### src/rtl/fp_op_sequencer_if.sv
// Bundle of the request/response handshakes and the three FP unit
// connections of fp_op_sequencer.
//
// Signal groups:
//   req_*          valid/ready request port from the execute stage
//   rsp_*          valid/ready response port back to the execute stage
//   unit_a/unit_b  registered operands shared by all units
//   as_*           add/sub unit (single-cycle, combinational result)
//   mul_*          multiplier (operand strobe/ack, result strobe/ack)
//   div_*          divider (start pulse, busy, result)
//
// Modports:
//   slave   the sequencer itself
//   master  its environment (execute stage plus the arithmetic units)
interface fp_op_sequencer_if;
  // Request port
  logic        req_valid;
  logic        req_ready;
  logic [1:0]  req_op;
  logic [31:0] req_a;
  logic [31:0] req_b;

  // Response port
  logic        rsp_valid;
  logic        rsp_ready;
  logic [31:0] rsp_result;
  logic [1:0]  rsp_op;
  logic        rsp_err;

  // Shared operands
  logic [31:0] unit_a;
  logic [31:0] unit_b;

  // Add/sub unit
  logic        as_sub;
  logic [31:0] as_result;

  // Multiplier
  logic        mul_strb;
  logic        mul_ack;
  logic        mul_result_stb;
  logic        mul_result_ack;
  logic [31:0] mul_result;

  // Divider
  logic        div_start;
  logic        div_busy;
  logic [31:0] div_result;

  modport slave (
    input  req_valid, req_op, req_a, req_b,
    output req_ready,
    output rsp_valid, rsp_result, rsp_op, rsp_err,
    input  rsp_ready,
    output unit_a, unit_b,
    output as_sub,
    input  as_result,
    output mul_strb, mul_result_ack,
    input  mul_ack, mul_result_stb, mul_result,
    output div_start,
    input  div_busy, div_result
  );

  modport master (
    output req_valid, req_op, req_a, req_b,
    input  req_ready,
    input  rsp_valid, rsp_result, rsp_op, rsp_err,
    output rsp_ready,
    input  unit_a, unit_b,
    input  as_sub,
    output as_result,
    input  mul_strb, mul_result_ack,
    output mul_ack, mul_result_stb, mul_result,
    input  div_start,
    output div_busy, div_result
  );
endinterface

### src/rtl/fp_op_sequencer.sv
// fp_op_sequencer: single-issue controller between the FP execute stage and
// the add/sub, multiply and divide units. One operation is accepted at a
// time, its operands are registered onto unit_a/unit_b, the selected unit's
// start/completion protocol is followed, and the result is returned on the
// response port. Every wait on a unit is bounded by TIMEOUT cycles; an
// expired wait returns a quiet NaN with rsp_err set.
//
// Ports:
//   clk  rising-edge clock
//   rst  synchronous active-high reset
//   bus  fp_op_sequencer_if.slave (request, response and unit signals)
//
// Parameters:
//   TIMEOUT  maximum cycles spent in a unit-wait state before aborting
//   CNT_W    wait counter width; 2**CNT_W must exceed TIMEOUT
module fp_op_sequencer #(
  parameter int unsigned TIMEOUT = 63,
  parameter int unsigned CNT_W   = 6
) (
  input logic              clk,
  input logic              rst,
  fp_op_sequencer_if.slave bus
);

  localparam logic [31:0] QNAN = 32'h7FC0_0000;

  localparam logic [1:0] OP_ADD = 2'd0;
  localparam logic [1:0] OP_SUB = 2'd1;
  localparam logic [1:0] OP_MUL = 2'd2;

  typedef enum logic [2:0] {
    StIdle,
    StAddSub,
    StMulReq,
    StMulWait,
    StDivStart,
    StDivWait,
    StResp
  } state_e;

  state_e state_q, state_d;

  logic [CNT_W-1:0] cnt_q, cnt_d;

  logic [31:0] unit_a_q, unit_a_d;
  logic [31:0] unit_b_q, unit_b_d;
  logic        as_sub_q, as_sub_d;
  logic [31:0] rsp_result_q, rsp_result_d;
  logic [1:0]  rsp_op_q, rsp_op_d;
  logic        rsp_err_q, rsp_err_d;

  // Unregistered Moore/Mealy outputs before reset gating
  logic req_ready_c;
  logic rsp_valid_c;
  logic mul_strb_c;
  logic mul_result_ack_c;
  logic div_start_c;

  logic timeout;
  logic in_wait;

  assign timeout = (cnt_q == CNT_W'(TIMEOUT));
  assign in_wait = (state_q == StMulReq)   || (state_q == StMulWait) ||
                   (state_q == StDivStart) || (state_q == StDivWait);

  // ---------------------------------------------------------------------------
  // State register and datapath registers
  // ---------------------------------------------------------------------------
  always_ff @(posedge clk) begin
    if (rst) begin
      state_q      <= StIdle;
      cnt_q        <= '0;
      unit_a_q     <= '0;
      unit_b_q     <= '0;
      as_sub_q     <= 1'b0;
      rsp_result_q <= '0;
      rsp_op_q     <= '0;
      rsp_err_q    <= 1'b0;
    end else begin
      state_q      <= state_d;
      cnt_q        <= cnt_d;
      unit_a_q     <= unit_a_d;
      unit_b_q     <= unit_b_d;
      as_sub_q     <= as_sub_d;
      rsp_result_q <= rsp_result_d;
      rsp_op_q     <= rsp_op_d;
      rsp_err_q    <= rsp_err_d;
    end
  end

  // ---------------------------------------------------------------------------
  // Next-state and output logic
  // ---------------------------------------------------------------------------
  always_comb begin
    state_d          = state_q;
    unit_a_d         = unit_a_q;
    unit_b_d         = unit_b_q;
    as_sub_d         = as_sub_q;
    rsp_result_d     = rsp_result_q;
    rsp_op_d         = rsp_op_q;
    rsp_err_d        = rsp_err_q;
    req_ready_c      = 1'b0;
    rsp_valid_c      = 1'b0;
    mul_strb_c       = 1'b0;
    mul_result_ack_c = 1'b0;
    div_start_c      = 1'b0;

    unique case (state_q)
      StIdle: begin
        req_ready_c = 1'b1;
        if (bus.req_valid) begin
          unit_a_d = bus.req_a;
          unit_b_d = bus.req_b;
          as_sub_d = (bus.req_op == OP_SUB);
          rsp_op_d = bus.req_op;
          if (bus.req_op == OP_ADD || bus.req_op == OP_SUB) begin
            state_d = StAddSub;
          end else if (bus.req_op == OP_MUL) begin
            state_d = StMulReq;
          end else begin
            state_d = StDivStart;
          end
        end
      end

      StAddSub: begin
        // The add/sub unit is combinational on unit_a/unit_b/as_sub
        rsp_result_d = bus.as_result;
        rsp_err_d    = 1'b0;
        state_d      = StResp;
      end

      StMulReq: begin
        mul_strb_c = 1'b1;
        // A completion in the timeout cycle still counts as a completion
        if (bus.mul_ack) begin
          state_d = StMulWait;
        end else if (timeout) begin
          rsp_result_d = QNAN;
          rsp_err_d    = 1'b1;
          state_d      = StResp;
        end
      end

      StMulWait: begin
        if (bus.mul_result_stb) begin
          mul_result_ack_c = 1'b1;
          rsp_result_d     = bus.mul_result;
          rsp_err_d        = 1'b0;
          state_d          = StResp;
        end else if (timeout) begin
          rsp_result_d = QNAN;
          rsp_err_d    = 1'b1;
          state_d      = StResp;
        end
      end

      StDivStart: begin
        // Only start a divider that is not still busy with earlier work
        if (!bus.div_busy) begin
          div_start_c = 1'b1;
          state_d     = StDivWait;
        end else if (timeout) begin
          rsp_result_d = QNAN;
          rsp_err_d    = 1'b1;
          state_d      = StResp;
        end
      end

      StDivWait: begin
        // cnt_q == 0 marks the cycle right after the start pulse, before the
        // divider has had a chance to raise busy; that sample is ignored.
        if ((cnt_q != '0) && !bus.div_busy) begin
          rsp_result_d = bus.div_result;
          rsp_err_d    = 1'b0;
          state_d      = StResp;
        end else if (timeout) begin
          rsp_result_d = QNAN;
          rsp_err_d    = 1'b1;
          state_d      = StResp;
        end
      end

      StResp: begin
        rsp_valid_c = 1'b1;
        if (bus.rsp_ready) begin
          state_d = StIdle;
        end
      end

      default: begin
        state_d = StIdle;
      end
    endcase
  end

  // Wait counter: cleared on every state change (which covers entry into each
  // wait state), counting while a wait state is held.
  always_comb begin
    cnt_d = '0;
    if (state_d == state_q && in_wait) begin
      cnt_d = cnt_q + CNT_W'(1);
    end
  end

  // ---------------------------------------------------------------------------
  // Outputs. Unregistered outputs are forced low while rst is high so that
  // strobes drop and req_ready reads 0 for the whole reset period.
  // ---------------------------------------------------------------------------
  assign bus.req_ready      = req_ready_c      & ~rst;
  assign bus.rsp_valid      = rsp_valid_c      & ~rst;
  assign bus.mul_strb       = mul_strb_c       & ~rst;
  assign bus.mul_result_ack = mul_result_ack_c & ~rst;
  assign bus.div_start      = div_start_c      & ~rst;

  assign bus.rsp_result = rsp_result_q;
  assign bus.rsp_op     = rsp_op_q;
  assign bus.rsp_err    = rsp_err_q;
  assign bus.unit_a     = unit_a_q;
  assign bus.unit_b     = unit_b_q;
  assign bus.as_sub     = as_sub_q;

endmodule

### src/flat_wrapper.sv
// flat-port wrapper written by rule: the top's interface ports become plain ports
module fp_op_sequencer_flat 
#(
  parameter int unsigned TIMEOUT = 63,
  parameter int unsigned CNT_W   = 6
)
  (clk, rst, bus_req_valid, bus_req_op, bus_req_a, bus_req_b, bus_req_ready, bus_rsp_valid, bus_rsp_result, bus_rsp_op, bus_rsp_err, bus_rsp_ready, bus_unit_a, bus_unit_b, bus_as_sub, bus_as_result, bus_mul_strb, bus_mul_result_ack, bus_mul_ack, bus_mul_result_stb, bus_mul_result, bus_div_start, bus_div_busy, bus_div_result);
  fp_op_sequencer_if bus_i ();
  input logic clk;
  input logic rst;
  input wire logic [$bits(bus_i.req_valid)-1:0] bus_req_valid;
  input wire logic [$bits(bus_i.req_op)-1:0] bus_req_op;
  input wire logic [$bits(bus_i.req_a)-1:0] bus_req_a;
  input wire logic [$bits(bus_i.req_b)-1:0] bus_req_b;
  output wire logic [$bits(bus_i.req_ready)-1:0] bus_req_ready;
  output wire logic [$bits(bus_i.rsp_valid)-1:0] bus_rsp_valid;
  output wire logic [$bits(bus_i.rsp_result)-1:0] bus_rsp_result;
  output wire logic [$bits(bus_i.rsp_op)-1:0] bus_rsp_op;
  output wire logic [$bits(bus_i.rsp_err)-1:0] bus_rsp_err;
  input wire logic [$bits(bus_i.rsp_ready)-1:0] bus_rsp_ready;
  output wire logic [$bits(bus_i.unit_a)-1:0] bus_unit_a;
  output wire logic [$bits(bus_i.unit_b)-1:0] bus_unit_b;
  output wire logic [$bits(bus_i.as_sub)-1:0] bus_as_sub;
  input wire logic [$bits(bus_i.as_result)-1:0] bus_as_result;
  output wire logic [$bits(bus_i.mul_strb)-1:0] bus_mul_strb;
  output wire logic [$bits(bus_i.mul_result_ack)-1:0] bus_mul_result_ack;
  input wire logic [$bits(bus_i.mul_ack)-1:0] bus_mul_ack;
  input wire logic [$bits(bus_i.mul_result_stb)-1:0] bus_mul_result_stb;
  input wire logic [$bits(bus_i.mul_result)-1:0] bus_mul_result;
  output wire logic [$bits(bus_i.div_start)-1:0] bus_div_start;
  input wire logic [$bits(bus_i.div_busy)-1:0] bus_div_busy;
  input wire logic [$bits(bus_i.div_result)-1:0] bus_div_result;
  assign bus_i.req_valid = bus_req_valid;
  assign bus_i.req_op = bus_req_op;
  assign bus_i.req_a = bus_req_a;
  assign bus_i.req_b = bus_req_b;
  assign bus_req_ready = bus_i.req_ready;
  assign bus_rsp_valid = bus_i.rsp_valid;
  assign bus_rsp_result = bus_i.rsp_result;
  assign bus_rsp_op = bus_i.rsp_op;
  assign bus_rsp_err = bus_i.rsp_err;
  assign bus_i.rsp_ready = bus_rsp_ready;
  assign bus_unit_a = bus_i.unit_a;
  assign bus_unit_b = bus_i.unit_b;
  assign bus_as_sub = bus_i.as_sub;
  assign bus_i.as_result = bus_as_result;
  assign bus_mul_strb = bus_i.mul_strb;
  assign bus_mul_result_ack = bus_i.mul_result_ack;
  assign bus_i.mul_ack = bus_mul_ack;
  assign bus_i.mul_result_stb = bus_mul_result_stb;
  assign bus_i.mul_result = bus_mul_result;
  assign bus_div_start = bus_i.div_start;
  assign bus_i.div_busy = bus_div_busy;
  assign bus_i.div_result = bus_div_result;
  fp_op_sequencer #(.TIMEOUT(TIMEOUT), .CNT_W(CNT_W)) u_core (.clk(clk), .rst(rst), .bus(bus_i));
endmodule
### config.mk
export PLATFORM = sky130hd
export DESIGN_NAME = fp_op_sequencer_flat
export DESIGN_NICKNAME = d
export VERILOG_FILES = /design/src/rtl/fp_op_sequencer_if.sv /design/src/rtl/fp_op_sequencer.sv /design/src/flat_wrapper.sv
export SDC_FILE = /design/constraint.sdc
export NUM_CORES = 1
export LEC_CHECK = 0
export CORE_MARGIN = 4
export CORE_UTILIZATION = 33
export CTS_CLUSTER_SIZE = 25
export DETAILED_ROUTE_END_ITERATION = 6
export GPL_TIMING_DRIVEN = 0
export PLACE_DENSITY = 0.71
export REMOVE_ABC_BUFFERS = 1
export SYNTH_ARGS = -nofsm -noshare
export SYNTH_HDL_FRONTEND = slang
export SYNTH_SLANG_ARGS = --single-unit
### constraint.sdc
create_clock -name clk -period 3.1 [get_ports clk]
set_clock_uncertainty 0.1 [all_clocks]
set_input_delay 0.31 -clock clk [delete_from_list [all_inputs] [get_ports clk]]
set_output_delay 0.31 -clock clk [all_outputs]
set_load 0.02 [all_outputs]
==> results of run 1 <==
[metal layers]
metal,track usage (%),up-vias,wire length [um]
li1,-,2515,-
met1,21.6,2399,6730
met2,32.9,233,8120
met3,10.2,19,2350
met4,6.05,0,303
met5,0,-,0
[cell type report]
class,instances,area (um2),area share (%)
well taps,180,225,2.83
inverters,15,56.3,0.708
clock inverters,5,61.3,0.771
repair buffers,279,2830,35.6
flip-flops and latches,109,2190,27.5
multi-input cells,391,2340,29.4
clock buffers,11,253,3.18
[synthesized netlist by cell type, drive strengths merged]
cell       n  area [um2]
nor4b      3        41.3
dfxtp    109        2180
nor2      24        90.1
a21o       1        7.51
a31oi      2        12.5
ha         2        25.0
o21ba      1        16.3
xor2       1        8.76
clkbuf    26        97.6
or3b       1        8.76
nand3      5        25.0
o22ai      4        31.3
xnor2      4        35.0
and3       2        12.5
inv       15        56.3
a22o      23         201
a2111oi    1        8.76
nand2    137         517
o2bb2ai   23         201
o21ai      4        20.0
o211ai     2        15.0
a222oi    23         230
and4bb     1        12.5
a32oi      1        16.3
a211oi     2        25.0
o22a       1        8.76
nand3b     1        20.0
and2       2        12.5
o32ai      7        61.3
nor3b      1        7.51
o21bai     3        22.5
nor3       4        20.0
nor2b      3        18.8
a221oi     7        61.3
o221a      2        22.5
nand2b     4        25.0
nor4       2        12.5
a22oi      2        33.8
buf       24         170
o221ai     1        8.76
a21oi     84         420
[metrics by stage]
step	total power, mW	cell area, um2	TNS [ns]
floorplan	3.93	4560	0
CTS	6.77	7950	0
finish	6.71	7950	0
global placement	5.36	7510	-94.36
detailed placement	5.52	7630	0
global route	7.12	7950	0
[registers in the layout, summed over array words and instances, names as in the netlist]
register / count
u_core.bus.rsp_result: 32
u_core.bus.rsp_err: 1
u_core.bus.unit_a: 32
u_core.state_q: 3
u_core.bus.as_sub: 1
u_core.bus.unit_b: 32
u_core.bus.rsp_op: 2
u_core.cnt_q: 6
[cell families after synthesis]
family	count (synthesis)	synth area share [%]
simple gates	190	17.1
xor+xnor	5	0.908
flops	109	45.2
compound gates	194	29.5
buf+inv	65	6.72
fa+ha+maj	2	0.519
[worst min-delay path: stages, from the launching register on]
cell,delay [ns]
dfxtp_1,0.31
nand2_1,0.05
a21oi_1,0.05
[power groups by stage]
stage | registers, mW | clock network (mW) | logic (mW)
floorplan | 2.57 | 0 | 1.36
global placement | 2.18 | 0 | 3.18
detailed placement | 2.21 | 0 | 3.31
CTS | 2.19 | 1.25 | 3.33
global route | 2.26 | 1.31 | 3.56
finish | 2.19 | 1.22 | 3.30
[repair_timing]
action                                  in CTS  in global routing
endpoints found under the setup margin       0                 15
endpoints found under the hold margin        0                  0
resized for setup                            0                  3
[path summary, 6_finish.rpt]
kind                                             from                        end
worst max register to register      u_core.state_q[0]  u_core.bus.rsp_result[24]
worst min-delay path            u_core.bus.unit_a[26]      u_core.bus.unit_a[26]
worst min register to register  u_core.bus.unit_a[26]      u_core.bus.unit_a[26]
worst max-delay path                u_core.state_q[0]         bus_mul_result_ack
==> results.yml, run 1 <==
synthesis:
  seq_area_frac_synth_pct: 45.2
  synth-seq-cells: 109
  synth_area_um2: 4820
  synthCells: 565
  yosys_warnings: 0
  avgSynthCellArea_um2: 8.54
  synth_cell_type_count: 47
sta:
  setup_ws_ns: 0.199
  fin_crit_sh_pct: 93.6
  setup_viol: 0
  tightest_slew_ns: 0.797
  holdWs_ns: 0.354
  period_needed_ns: 2.90
  finalHoldViolCount: 0
  rsz0062_at_grt: "no"
  drv_slew: 0
  fmax_mhz: 345
  relSlewSlack_pct: 46.8
job:
  drv_cap: 0
clocking:
  htree_num_levels: 3
  cts_buffer_depth: 2
  clk_pin_slew_ns: 0.07
  clk_latency_ns: 0.35
  post_cts_buffers: 0
  clockRootBuffer: "clkbuf_16"
  cts_tree: "built"
  cts_buffers: 9
  clkSinkCount: 109
  ctsHoldBuffers: 0
placed_design:
  place.gp.congestion: 0.826
  portBuffers: 273
  pre_cts_slack_ns: 0.154
  dpl.hpwl_um: 12800
  placed_cells: 974
layout:
  fill_cells: 1243
  antennaDiodeCount: 0
  area_delta_synth_final_pct: 64.9
  fin_nets: 976
  final_cell_mix: "clkdlybuf4s50_1, nand2_1, dfxtp_1"
  final_layout_size_suffix_gt1_share_pct: 5.31
  finalNonFillerCells: 990
  utilization_pct: 56.4
  layout_commonest_cell: "clkdlybuf4s50_1"
power_and_ir_drop:
  ir_drop_uv: 381
  pwr-share-comb_pct: 49.1
  power.density_nw_per_um2: 844
  swShare_pct: 40.4
  p_switching_mw: 2.72
  leakage_nw: 2.82
  seqPwrFrac_pct: 32.7
  internal-power_mw: 4.00
  clockPowerShare_pct: 18.2
die:
  die-area_um2: 16600
  start_util_pct: 34.2
  core-area_um2: 14100
  fp.dieH_um: 129
  rows: 43
  die_w_um: 129
  io-pin-count: 274
critical_path:
  cp.depth: 3
  path_cells: "nand2_1 > nor3_1 > clkdlybuf4s50_1"
  crit_family: "flip-flops"
  r2r_setup_slack_ns: 0.66
  arrival_ns: 2.49
  crit_fanout: 22
  slowest_delay_ns: 0.84
  worstSetupPathType: "register to output pin"
  critPathSlowestCell: "dfxtp_1"
  worstPathRequired_ns: 2.69
  critical_path.endpoint_type: "output pin"
  cp.buffers_inverters: 1
  reg2reg_depth: 5
  critPathLaunchType: "register"
detailed_routing:
  vias: 5166
  wirelength_um: 17500
  wl_per_cell_um: 17.7
  drc: 0
  drt-initial-drc-count: 262
  ant_nets: 0
  vias_per_cell: 5.22
  dr.pass1.iters: 7
worst_hold_path:
  holdCritPathClass: "register to register"
  hold_path_depth: 2
global_routing:
  grt_pass1_wl_um: 26000
  grt_antenna_before_repair: 0
  grt_overflow: 0
  grt_usage_pct: 19.6
  grt_pass1_vias: 5103
  grt_max_degree: 52
run_status:
  outcome: "complete, no violations"
No activity file was read; power rests on OpenSTA's default activity.
==> run 2, diff against run 1 <==
--- a/config.mk
+++ b/config.mk
@@ -10,6 +10,7 @@
 export CTS_CLUSTER_SIZE = 25
 export DETAILED_ROUTE_END_ITERATION = 6
 export GPL_TIMING_DRIVEN = 0
+export HOLD_SLACK_MARGIN = 0.1
 export PLACE_DENSITY = 0.71
 export REMOVE_ABC_BUFFERS = 1
 export SYNTH_ARGS = -nofsm -noshare
==> results of run 2 <==
No change in the layout: final DEF, timing and power equal those of run 1.
